<file path="config.mk">
export PLATFORM = sky130hd
export DESIGN_NAME = ethercat_fmmu_multi
export DESIGN_NICKNAME = d
export VERILOG_FILES = /design/src/rtl/ethercat_pkg.sv /design/src/rtl/ethercat_fmmu_match.sv /design/src/rtl/ethercat_fmmu_multi.sv
export SDC_FILE = /design/constraint.sdc
export NUM_CORES = 1
export LEC_CHECK = 0
export CORE_MARGIN = 2
export CORE_UTILIZATION = 59
export DETAILED_ROUTE_END_ITERATION = 12
export PLACE_DENSITY = 0.95
export SLEW_MARGIN = 20
export SYNTH_ARGS = -nofsm -noshare
export SYNTH_HDL_FRONTEND = slang
export SYNTH_SLANG_ARGS = --single-unit
export TNS_END_PERCENT = 5
</file>
<file path="constraint.sdc">
create_clock -name rxc -period 15.24 [get_ports rxc]
set_input_delay 1.524 -clock rxc [delete_from_list [all_inputs] [get_ports rxc]]
set_output_delay 1.524 -clock rxc [all_outputs]
set_load 0.01 [all_outputs]
</file>
<file path="src/rtl/ethercat_pkg.sv">
// Shared command codes, FMMU type bits, FSM states and WKC helper for the FMMU block.
package ethercat_pkg;

  localparam logic [7:0] CMD_LRD = 8'h0A;
  localparam logic [7:0] CMD_LWR = 8'h0B;
  localparam logic [7:0] CMD_LRW = 8'h0C;

  localparam int FMMU_TYPE_RD = 0;
  localparam int FMMU_TYPE_WR = 1;

  typedef enum logic [1:0] {
    ST_IDLE,
    ST_MAP,
    ST_PASS,
    ST_DONE
  } fmmu_state_t;

  function automatic logic is_logical(input logic [7:0] cmd);
    return (cmd == CMD_LRD) || (cmd == CMD_LWR) || (cmd == CMD_LRW);
  endfunction

  // LRW counts a read hit as 1 and a write hit as 2.
  function automatic logic [1:0] wkc_calc(input logic [7:0] cmd, input logic rd_hit,
                                          input logic wr_hit);
    case (cmd)
      CMD_LRD: return {1'b0, rd_hit};
      CMD_LWR: return {1'b0, wr_hit};
      CMD_LRW: return {wr_hit, rd_hit};
      default: return 2'b00;
    endcase
  endfunction

endpackage

</file>
<file path="src/rtl/ethercat_fmmu_match.sv">
// One FMMU channel: logical window hit test and logical-to-physical translation.
// Purely combinational; no flow control.
module ethercat_fmmu_match
  import ethercat_pkg::*;
#(
  parameter int PHY_AW = 16,
  parameter int LEN_W  = 16
) (
  input  logic [31:0]       laddr,
  input  logic [31:0]       log_start,
  input  logic [LEN_W-1:0]  len,
  input  logic [PHY_AW-1:0] phy_start,
  input  logic [1:0]        cfg_type,
  input  logic              enable,
  output logic              hit,
  output logic              rd_en,
  output logic              wr_en,
  output logic [PHY_AW-1:0] phy_addr
);

  // 33-bit end so a window touching the top of the logical space never wraps.
  logic [32:0] win_end;

  assign win_end  = {1'b0, log_start} + 33'(len);
  assign hit      = enable && (len != '0) && (laddr >= log_start) && ({1'b0, laddr} < win_end);
  assign rd_en    = cfg_type[FMMU_TYPE_RD];
  assign wr_en    = cfg_type[FMMU_TYPE_WR];
  assign phy_addr = phy_start + PHY_AW'(laddr - log_start);

endmodule

</file>
<file path="src/rtl/ethercat_fmmu_multi.sv">
// Multi-channel byte-streaming FMMU: maps logical datagram bytes onto the physical bus.
// Fixed 2-cycle byte latency, no bubbles, no backpressure (stream must be accepted every cycle).
module ethercat_fmmu_multi
  import ethercat_pkg::*;
#(
  parameter int N_FMMU = 3,
  parameter int PHY_AW = 16,
  parameter int LEN_W  = 16
) (
  input  logic                     rxc,
  input  logic                     rst_n,
  input  logic [N_FMMU*32-1:0]     cfg_log_start,
  input  logic [N_FMMU*LEN_W-1:0]  cfg_len,
  input  logic [N_FMMU*PHY_AW-1:0] cfg_phy_start,
  input  logic [N_FMMU*2-1:0]      cfg_type,
  input  logic [N_FMMU-1:0]        cfg_enable,
  input  logic                     sub_start,
  input  logic [7:0]               sub_command,
  input  logic [31:0]              sub_address,
  input  logic [LEN_W-1:0]         sub_len,
  input  logic                     rx_valid,
  input  logic [7:0]               rx_byte,
  output logic                     tx_valid,
  output logic [7:0]               tx_byte,
  output logic [PHY_AW-1:0]        bus_address,
  output logic                     bus_rd,
  output logic                     bus_wr,
  output logic [7:0]               bus_data_out,
  input  logic [7:0]               bus_data_in,
  output logic                     sub_done,
  output logic [1:0]               wkc_inc,
  output logic                     busy
);

  fmmu_state_t      state;
  logic [7:0]       cmd;
  logic [31:0]      addr;
  logic [LEN_W-1:0] len;
  logic [LEN_W-1:0] k;
  logic             rd_hit;
  logic             wr_hit;

  logic [31:0]       laddr;
  logic [N_FMMU-1:0] ch_hit;
  logic [N_FMMU-1:0] ch_rd;
  logic [N_FMMU-1:0] ch_wr;
  logic [PHY_AW-1:0] ch_phy [N_FMMU];

  logic              win_vld;
  logic              win_rd;
  logic              win_wr;
  logic [PHY_AW-1:0] win_phy;
  logic              mapping;
  logic              do_rd;
  logic              do_wr;
  logic [LEN_W:0]    k_nxt;
  logic              last;

  logic       s1_vld;
  logic [7:0] s1_dat;
  logic       s1_sub;

  assign laddr = addr + 32'(k);

  for (genvar i = 0; i < N_FMMU; i++) begin : g_ch
    ethercat_fmmu_match #(
      .PHY_AW(PHY_AW),
      .LEN_W (LEN_W)
    ) u_match (
      .laddr    (laddr),
      .log_start(cfg_log_start[32*i +: 32]),
      .len      (cfg_len[LEN_W*i +: LEN_W]),
      .phy_start(cfg_phy_start[PHY_AW*i +: PHY_AW]),
      .cfg_type (cfg_type[2*i +: 2]),
      .enable   (cfg_enable[i]),
      .hit      (ch_hit[i]),
      .rd_en    (ch_rd[i]),
      .wr_en    (ch_wr[i]),
      .phy_addr (ch_phy[i])
    );
  end

  // Scan high to low so the lowest-index hit is the last one assigned.
  always_comb begin
    win_vld = 1'b0;
    win_rd  = 1'b0;
    win_wr  = 1'b0;
    win_phy = '0;
    for (int i = N_FMMU - 1; i >= 0; i--) begin
      if (ch_hit[i]) begin
        win_vld = 1'b1;
        win_rd  = ch_rd[i];
        win_wr  = ch_wr[i];
        win_phy = ch_phy[i];
      end
    end
  end

  assign mapping = (state == ST_MAP) && rx_valid && !sub_start;
  assign do_rd   = mapping && win_vld && win_rd && ((cmd == CMD_LRD) || (cmd == CMD_LRW));
  assign do_wr   = mapping && win_vld && win_wr && ((cmd == CMD_LWR) || (cmd == CMD_LRW));
  assign k_nxt   = {1'b0, k} + 1'b1;
  assign last    = (k_nxt == {1'b0, len});

  always_ff @(posedge rxc or negedge rst_n) begin
    if (!rst_n) begin
      state    <= ST_IDLE;
      busy     <= 1'b0;
      cmd      <= '0;
      addr     <= '0;
      len      <= '0;
      k        <= '0;
      rd_hit   <= 1'b0;
      wr_hit   <= 1'b0;
      sub_done <= 1'b0;
      wkc_inc  <= '0;
    end else begin
      // DONE lasts one cycle; the pulse lands with the last byte's tx_valid.
      sub_done <= (state == ST_DONE);
      wkc_inc  <= (state == ST_DONE) ? wkc_calc(cmd, rd_hit, wr_hit) : 2'b00;
      if (sub_start) begin
        cmd    <= sub_command;
        addr   <= sub_address;
        len    <= sub_len;
        k      <= '0;
        rd_hit <= 1'b0;
        wr_hit <= 1'b0;
        if (sub_len == '0) begin
          state <= ST_DONE;
          busy  <= 1'b0;
        end else if (is_logical(sub_command)) begin
          state <= ST_MAP;
          busy  <= 1'b1;
        end else begin
          state <= ST_PASS;
          busy  <= 1'b1;
        end
      end else begin
        case (state)
          ST_MAP, ST_PASS: begin
            if (rx_valid) begin
              k <= k + 1'b1;
              if (do_rd) rd_hit <= 1'b1;
              if (do_wr) wr_hit <= 1'b1;
              if (last) begin
                state <= ST_DONE;
                busy  <= 1'b0;
              end
            end
          end
          ST_DONE: state <= ST_IDLE;
          default: ;
        endcase
      end
    end
  end

  always_ff @(posedge rxc or negedge rst_n) begin
    if (!rst_n) begin
      bus_address  <= '0;
      bus_rd       <= 1'b0;
      bus_wr       <= 1'b0;
      bus_data_out <= '0;
      s1_vld       <= 1'b0;
      s1_dat       <= '0;
      s1_sub       <= 1'b0;
      tx_valid     <= 1'b0;
      tx_byte      <= '0;
    end else begin
      bus_rd <= do_rd;
      bus_wr <= do_wr;
      if (do_rd || do_wr) bus_address <= win_phy;
      if (do_wr) bus_data_out <= rx_byte;
      s1_vld   <= rx_valid;
      s1_dat   <= rx_byte;
      s1_sub   <= do_rd;
      tx_valid <= s1_vld;
      // Read data is taken before any same-cycle write lands, giving the pre-write value.
      if (s1_vld) tx_byte <= s1_sub ? bus_data_in : s1_dat;
    end
  end

endmodule

</file>
Yosys cells after proc, flatten, opt, wreduce, memory -nomap -nowiden:

Index checks and enable logic that the tools add are counted.

* output and inout bits: 39
* word-level logic and storage cells: 123
* bits of input ports: 277
* flip-flop bits (word level): 124

* magnitude comparators: 6
* mux-type cells: 37
* reductions and logical operators: 38
* $add $sub $neg: 12
* equality and inequality tests: 12

Operator list (count)
* 32-bit by 16-bit adder with 33-bit output: 3
* 32-bit by 33-bit less-than comparator with 1-bit output: 3
* 32-bit >= comparator: 3
* 16-bit 2-to-1 mux: 6
* 16-bit adder: 3
* 8-bit by 4-bit equality test with 1-bit output (second input constant): 6
* 16-bit nonzero test: 3
* 16-bit subtractor: 3
* 32-bit by 16-bit adder with 32-bit output: 1
* 1-bit 2-to-1 mux: 22
* 16-bit by 1-bit adder with 17-bit output (second input constant): 1
* 17-bit by 16-bit equality test with 1-bit output: 1
* 16-bit by 1-bit adder with 16-bit output (second input constant): 1
* 1-bit logical AND: 16
* 16-bit zero test: 1
* 2-bit 2-to-1 mux: 6
* 3-bit AND reduction: 4
* 2-bit nonzero test: 5
* 8-bit 2-to-1 mux: 1
* 3-bit != test (second input constant): 2
* 2-bit one-hot mux with 3 select lines: 1
* 1-bit logical OR: 5
* 2-bit equality test (second input constant): 2
* 2-bit one-hot mux with 2 select lines: 1
* 5 further kinds: 5

Depth between registers and ports, before layout:

* depth in word-level cells: 14
* depth in mapped cells: 26
* gate-level depth less buffers: 24

Modules after synthesis:

A second synthesis with hierarchy kept.

* cells, all modules: 2170
* area total of the unflattened synthesis: 18014.8 µm²

By module, submodules not included
* ethercat_fmmu_multi: instances 1, cells each 666, area an instance 6721.4 µm²
* ethercat_fmmu_match at g_ch[1].u_match: instances 1, cells each 509, area an instance 3781.1 µm²
* ethercat_fmmu_match at g_ch[0].u_match: instances 1, cells each 489, area an instance 3772.4 µm²
* ethercat_fmmu_match at g_ch[2].u_match: instances 1, cells each 506, area an instance 3739.8 µm²

Worst setup path before layout:

OpenSTA, ideal clock, no wires.

* kind: input port to flip-flop
* start point: input port cfg_log_start[65]
* end point: register bus_address[10]
* buffers on the path: 2
* arrival: 6.422 ns
* slack: 8.693 ns
* setup time: 0.125 ns
* stages: 24
* cells stage by stage: ha_1 > a21oi_1 > o21ai_0 > a21oi_1 > o21ai_0 > a21oi_1 > o21a_1 > o311ai_0 > a221oi_1 > nor3_1 > xnor2_1 > ha_1 > a211oi_1 > o211ai_1 > a2111oi_0 > o21ai_0 > o21ba_2 > o32a_4 > o41ai_2 > o211a_1 > o21a_1 > buf_6 > buf_12 > mux2_4

* word-level cells in the longest chain between the ends: 10
* elaborated cells on any way between the ends: 25
* those cells by class: 3 x add/sub; 2 x order compare; 12 x mux; 8 x reduce/logical

RTL lines
* start, declared: line ethercat_fmmu_multi.sv:12 `input logic [N_FMMU*32-1:0] cfg_log_start,`
* 32-bit by 16-bit adder with 33-bit output or 32-bit >= comparator (tied branches): line ethercat_fmmu_match.sv:24, ethercat_fmmu_match.sv:25
* 32-bit by 33-bit less-than comparator with 1-bit output or 1-bit logical AND (tied branches): line ethercat_fmmu_match.sv:25 `assign hit = enable && (len != '0) && (laddr >= log_start) && ({1'b0, laddr} < win_end);`
* 1-bit logical AND: line ethercat_fmmu_match.sv:25
* 1-bit 2-to-1 mux (3 in a row): line ethercat_fmmu_multi.sv:90 `if (ch_hit[i]) begin`
* 1-bit logical AND: line ethercat_fmmu_multi.sv:100, ethercat_fmmu_multi.sv:101
* 1-bit logical AND, on equally long branches (2 in a row): line ethercat_fmmu_multi.sv:100, ethercat_fmmu_multi.sv:101
* 1-bit logical OR: line ethercat_fmmu_multi.sv:172 `if (do_rd || do_wr) bus_address <= win_phy;`
* end signal, assigned: line ethercat_fmmu_multi.sv:172
* end, declared: line ethercat_fmmu_multi.sv:25 `output logic [PHY_AW-1:0] bus_address,`

Parallel ways exist; a longest one is shown, timed or not.
A chain may end at the register's enable or synchronous reset.

Final worst setup path:

* start point: input port cfg_len[17]
* end point: register bus_address[1]

* word-level cells in the longest chain between the ends: 10
* elaborated cells on any way between the ends: 20
* those cells by class: 1 x add/sub; 1 x order compare; 8 x mux; 10 x reduce/logical

RTL lines
* start, declared: line ethercat_fmmu_multi.sv:13 `input logic [N_FMMU*LEN_W-1:0] cfg_len,`
* branches (longest 3 deep; another with 32-bit by 16-bit adder with 33-bit output)
* 1-bit logical AND *: line ethercat_fmmu_match.sv:25
* 1-bit 2-to-1 mux (2 in a row): line ethercat_fmmu_multi.sv:90
* 1-bit logical AND: line ethercat_fmmu_multi.sv:100, ethercat_fmmu_multi.sv:101
* 1-bit logical AND, on equally long branches (2 in a row): line ethercat_fmmu_multi.sv:100, ethercat_fmmu_multi.sv:101
* 1-bit logical OR: line ethercat_fmmu_multi.sv:172

Mark *: on every way between the ends.

==> impl_metrics.json <==
{
  "cap_violations": 0,
  "drtIter0Drc": 1158,
  "path_delay_family": "compound AO/OA/AOI/OAI gates",
  "synthMuxAreaShare_pct": 6.37,
  "cp-start-kind": "input pin",
  "async_reset_ff_share_pct": 100,
  "cts_max_path_buffers": 2,
  "synth-simple-area-share_pct": 14.9,
  "synth_warnings": 0,
  "finalCritPeriodShare_pct": 54.0,
  "initial_utilization_pct": 59.5,
  "post_cts_buffers": 0,
  "num_vias": 16500,
  "grt.overflow.total": 0,
  "fin_cells": 2641,
  "synth-xor-area-share_pct": 9.67,
  "crit_type": "in2reg",
  "yosys.cell_types.count": 81,
  "setup_violations": 0,
  "synth_top_cell_area_share_pct": 22.5,
  "ys_ff_latch": 124,
  "fill_cells": 2011,
  "ys.flop_type": "dfrtp_1",
  "antenna_found_initial": 3,
  "groute.usage.overall_pct": 35.9,
  "max-slew-margin-rel_pct": 24.4,
  "synthCells": 1908,
  "portBuffers": 315,
  "firstDrtPassIters": 5,
  "layout-drive-gt1-share_pct": 7.18,
  "cp.depth": 24,
  "num_rows": 62,
  "grt_pass1_wl_mm": 86.4,
  "finalWirelength_mm": 54.4,
  "cp.required_ns": 15.56,
  "yosysTopAreaCell": "ha_1",
  "status": "finished clean",
  "die_area_um2": 30100,
  "path_cells": "clkdlybuf4s50_1, ha_1, a21o_1, a21oi_1, o21bai_1, a21oi_1, o21bai_1, a221oi_1, a211oi_1, a211oi_1, buf_4, nor4_1, xnor2_1, ha_1, nand4_1, nor3_1, nand4_1, a31oi_1, o41ai_1, o2111a_1, o311ai_0, o211a_1, o21a_1, mux2_2",
  "synth.yosys.seq_area_share_pct": 18.3,
  "gp_congestion": 1.02,
  "drv_slew": 0,
  "min_path_cells": 1,
  "area.growth.synth_to_final_pct": 25.4,
  "dp_slack_ns": 6.74,
  "clk_pin_slew_ns": 0.07,
  "p_per_area_nw_per_um2": 87.6,
  "ant_nets": 0,
  "leakage_uw": 0.00960,
  "die_width_um": 173,
  "via_per_inst": 6.23,
  "max_freq_ghz": 0.122,
  "fin_util_pct": 74.6,
  "core_area_um2": 28500,
  "syn_area_um2": 16900,
  "cts_resized": 0,
  "io_pins": 316,
  "post-synth-top-count-cell": "ha_1",
  "cts_hold_buf": 0,
  "die_h_um": 173,
  "end_kind": "flop",
  "min_period_ns": 8.22,
  "synth_edf_count": 0,
  "synth_top_family_by_area": "adder cells",
  "worst_slack_ns": 7.02,
  "wl_per_cell_um": 20.6,
  "grt_max_degree": 83,
  "grt_pass1_vias": 16700,
  "hold_ws_ns": 0.516,
  "htreeDepth": 4,
  "hold_class": "reg2reg",
  "cpPeakStageDelay_ns": 0.73,
  "synthTopCellsByArea": "ha_1 (22%), dfrtp_1 (18%), xnor2_1 (6.3%)",
  "avgSynthCellArea_um2": 8.88,
  "critPathMaxFanout": 22,
  "cts_buffers": 17,
  "synth_nets": 2538,
  "drc_errors": 0,
  "worstMarginPinSlew_ns": 1.13,
  "rsz0062_at_grt": "no",
  "r2r_cells": 23,
  "critPathBufInv": 2,
  "cts_tree": "built",
  "arrival_ns": 8.54,
  "finish.net_count": 2872,
  "yosys-top-cells-count": "ha_1 (304), a21oi_1 (152), inv_1 (147)",
  "hold_viol_final": 0,
  "ir_drop_v": 0.000118,
  "clk_latency_ns": 0.44,
  "clock-root-buffer": "clkbuf_16",
  "cp_slowest_cell": "o21a_1",
  "synth_fa_ha_area_share_pct": 28.2,
  "finalSetupTns_ns": 0,
  "placedCellCount": 2607,
  "hpwl_mm": 44.7,
  "synth_compound_area_share_pct": 18.4,
  "finClkSkew_ns": 0.0229,
  "clock_sinks": 124
}
[registers in the layout, summed over array words and instances, names as in the netlist, 2 cells and up]
signal,flops
bus_address,16
wkc_inc,2
tx_byte,8
s1_dat,8
k,16
addr,32
state,2
bus_data_out,8
len,16
cmd,8
[where the power goes]
part	internal, µW	total (µW)	switching (µW)	leakage, µW
Combinational	463	1050	590	0.00776
Clock	248	432	184	0.000291
Sequential	353	376	22.8	0.00155
[per-layer routing]
layer,global-route usage [%],up-vias,part of all wire (%)
li1,-,7712,-
met1,44.0,7895,40
met2,63.2,733,48
met3,6.38,124,7.8
met4,13.1,2,3.6
met5,0,-,0.022
[cell families after synthesis]
| family | count (synthesis) |
|---|---|
| xor+xnor | 187 |
| flops | 124 |
| buf+inv | 174 |
| fa+ha+maj | 353 |
| mux | 94 |
| simple gates | 503 |
| compound gates | 473 |
[path summary, 6_finish.rpt]
kind | slack (ns) | to | start
min in group asynchronous | 1.08 | len[5] | rst_n
max in group asynchronous | 13.02 | bus_address[8] | rst_n
setup reg to reg | 7.30 | bus_address[1] | k[0]
hold reg to reg | 0.52 | bus_data_out[2] | bus_data_out[2]
hold / removal | 0.52 | bus_data_out[2] | bus_data_out[2]
setup / recovery | 7.02 | bus_address[1] | cfg_len[17]
[layout by cell type (no fill, tap or decap), types with 15 or more instances in the layout]
cell	instances
inv_1	147
a221oi_1	15
a21oi_1	152
nor4_1	28
fa_1	49
nand2_1	125
a211oi_1	17
o21ai_0	91
clkbuf_16	17
buf_4	24
nand2b_1	17
dfrtp_1	124
nor3_1	38
and3_1	21
a21o_1	51
ha_1	304
xor2_1	66
o211ai_1	15
clkdlybuf4s50_1	313
nand4_1	39
nor2_1	114
nor2b_1	21
mux2_2	70
nand3_1	47
xnor2_1	121
[cell type report]
class,count,area (µm²),share of cell area (%)
multi-input cells,1610,13200,61.9
repair buffers,339,3330,15.7
flip-flops and latches,124,3100,14.6
inverters,150,563,2.65
well taps,384,480,2.26
clock buffers,18,429,2.02
clock inverters,14,178,0.836
diodes,2,5.00,0.0236
[worst reg2reg max path: stages, from the launching register on]
cell and delay, ns:
dfrtp_1 0.46, ha_1 0.26, fa_1 0.41, a21o_1 0.17, a21oi_1 0.24, o21bai_1 0.09
a21oi_1 0.27, o21ai_0 0.17, a31o_2 0.29, a41oi_1 0.33, a2111o_1 0.38, nor2_1 0.10
xor2_1 0.63, ha_1 0.28, nand4_1 0.14, nor3_1 0.32, nand4_1 0.20, a31oi_1 0.34
o41ai_1 0.18, o2111a_1 0.57, o311ai_0 0.61, o211a_1 0.23, o21a_1 0.73, mux2_2 0.43
[through the flow]
step                      area (µm²)  power [µW]
after CTS                      21200        1840
after floorplan                16900        1060
final                          21200        1860
after global placement         20600        1350
after detailed placement       20600        1400
after global routing           21200        1990
Note: power is estimated with default switching activity, not from simulation.
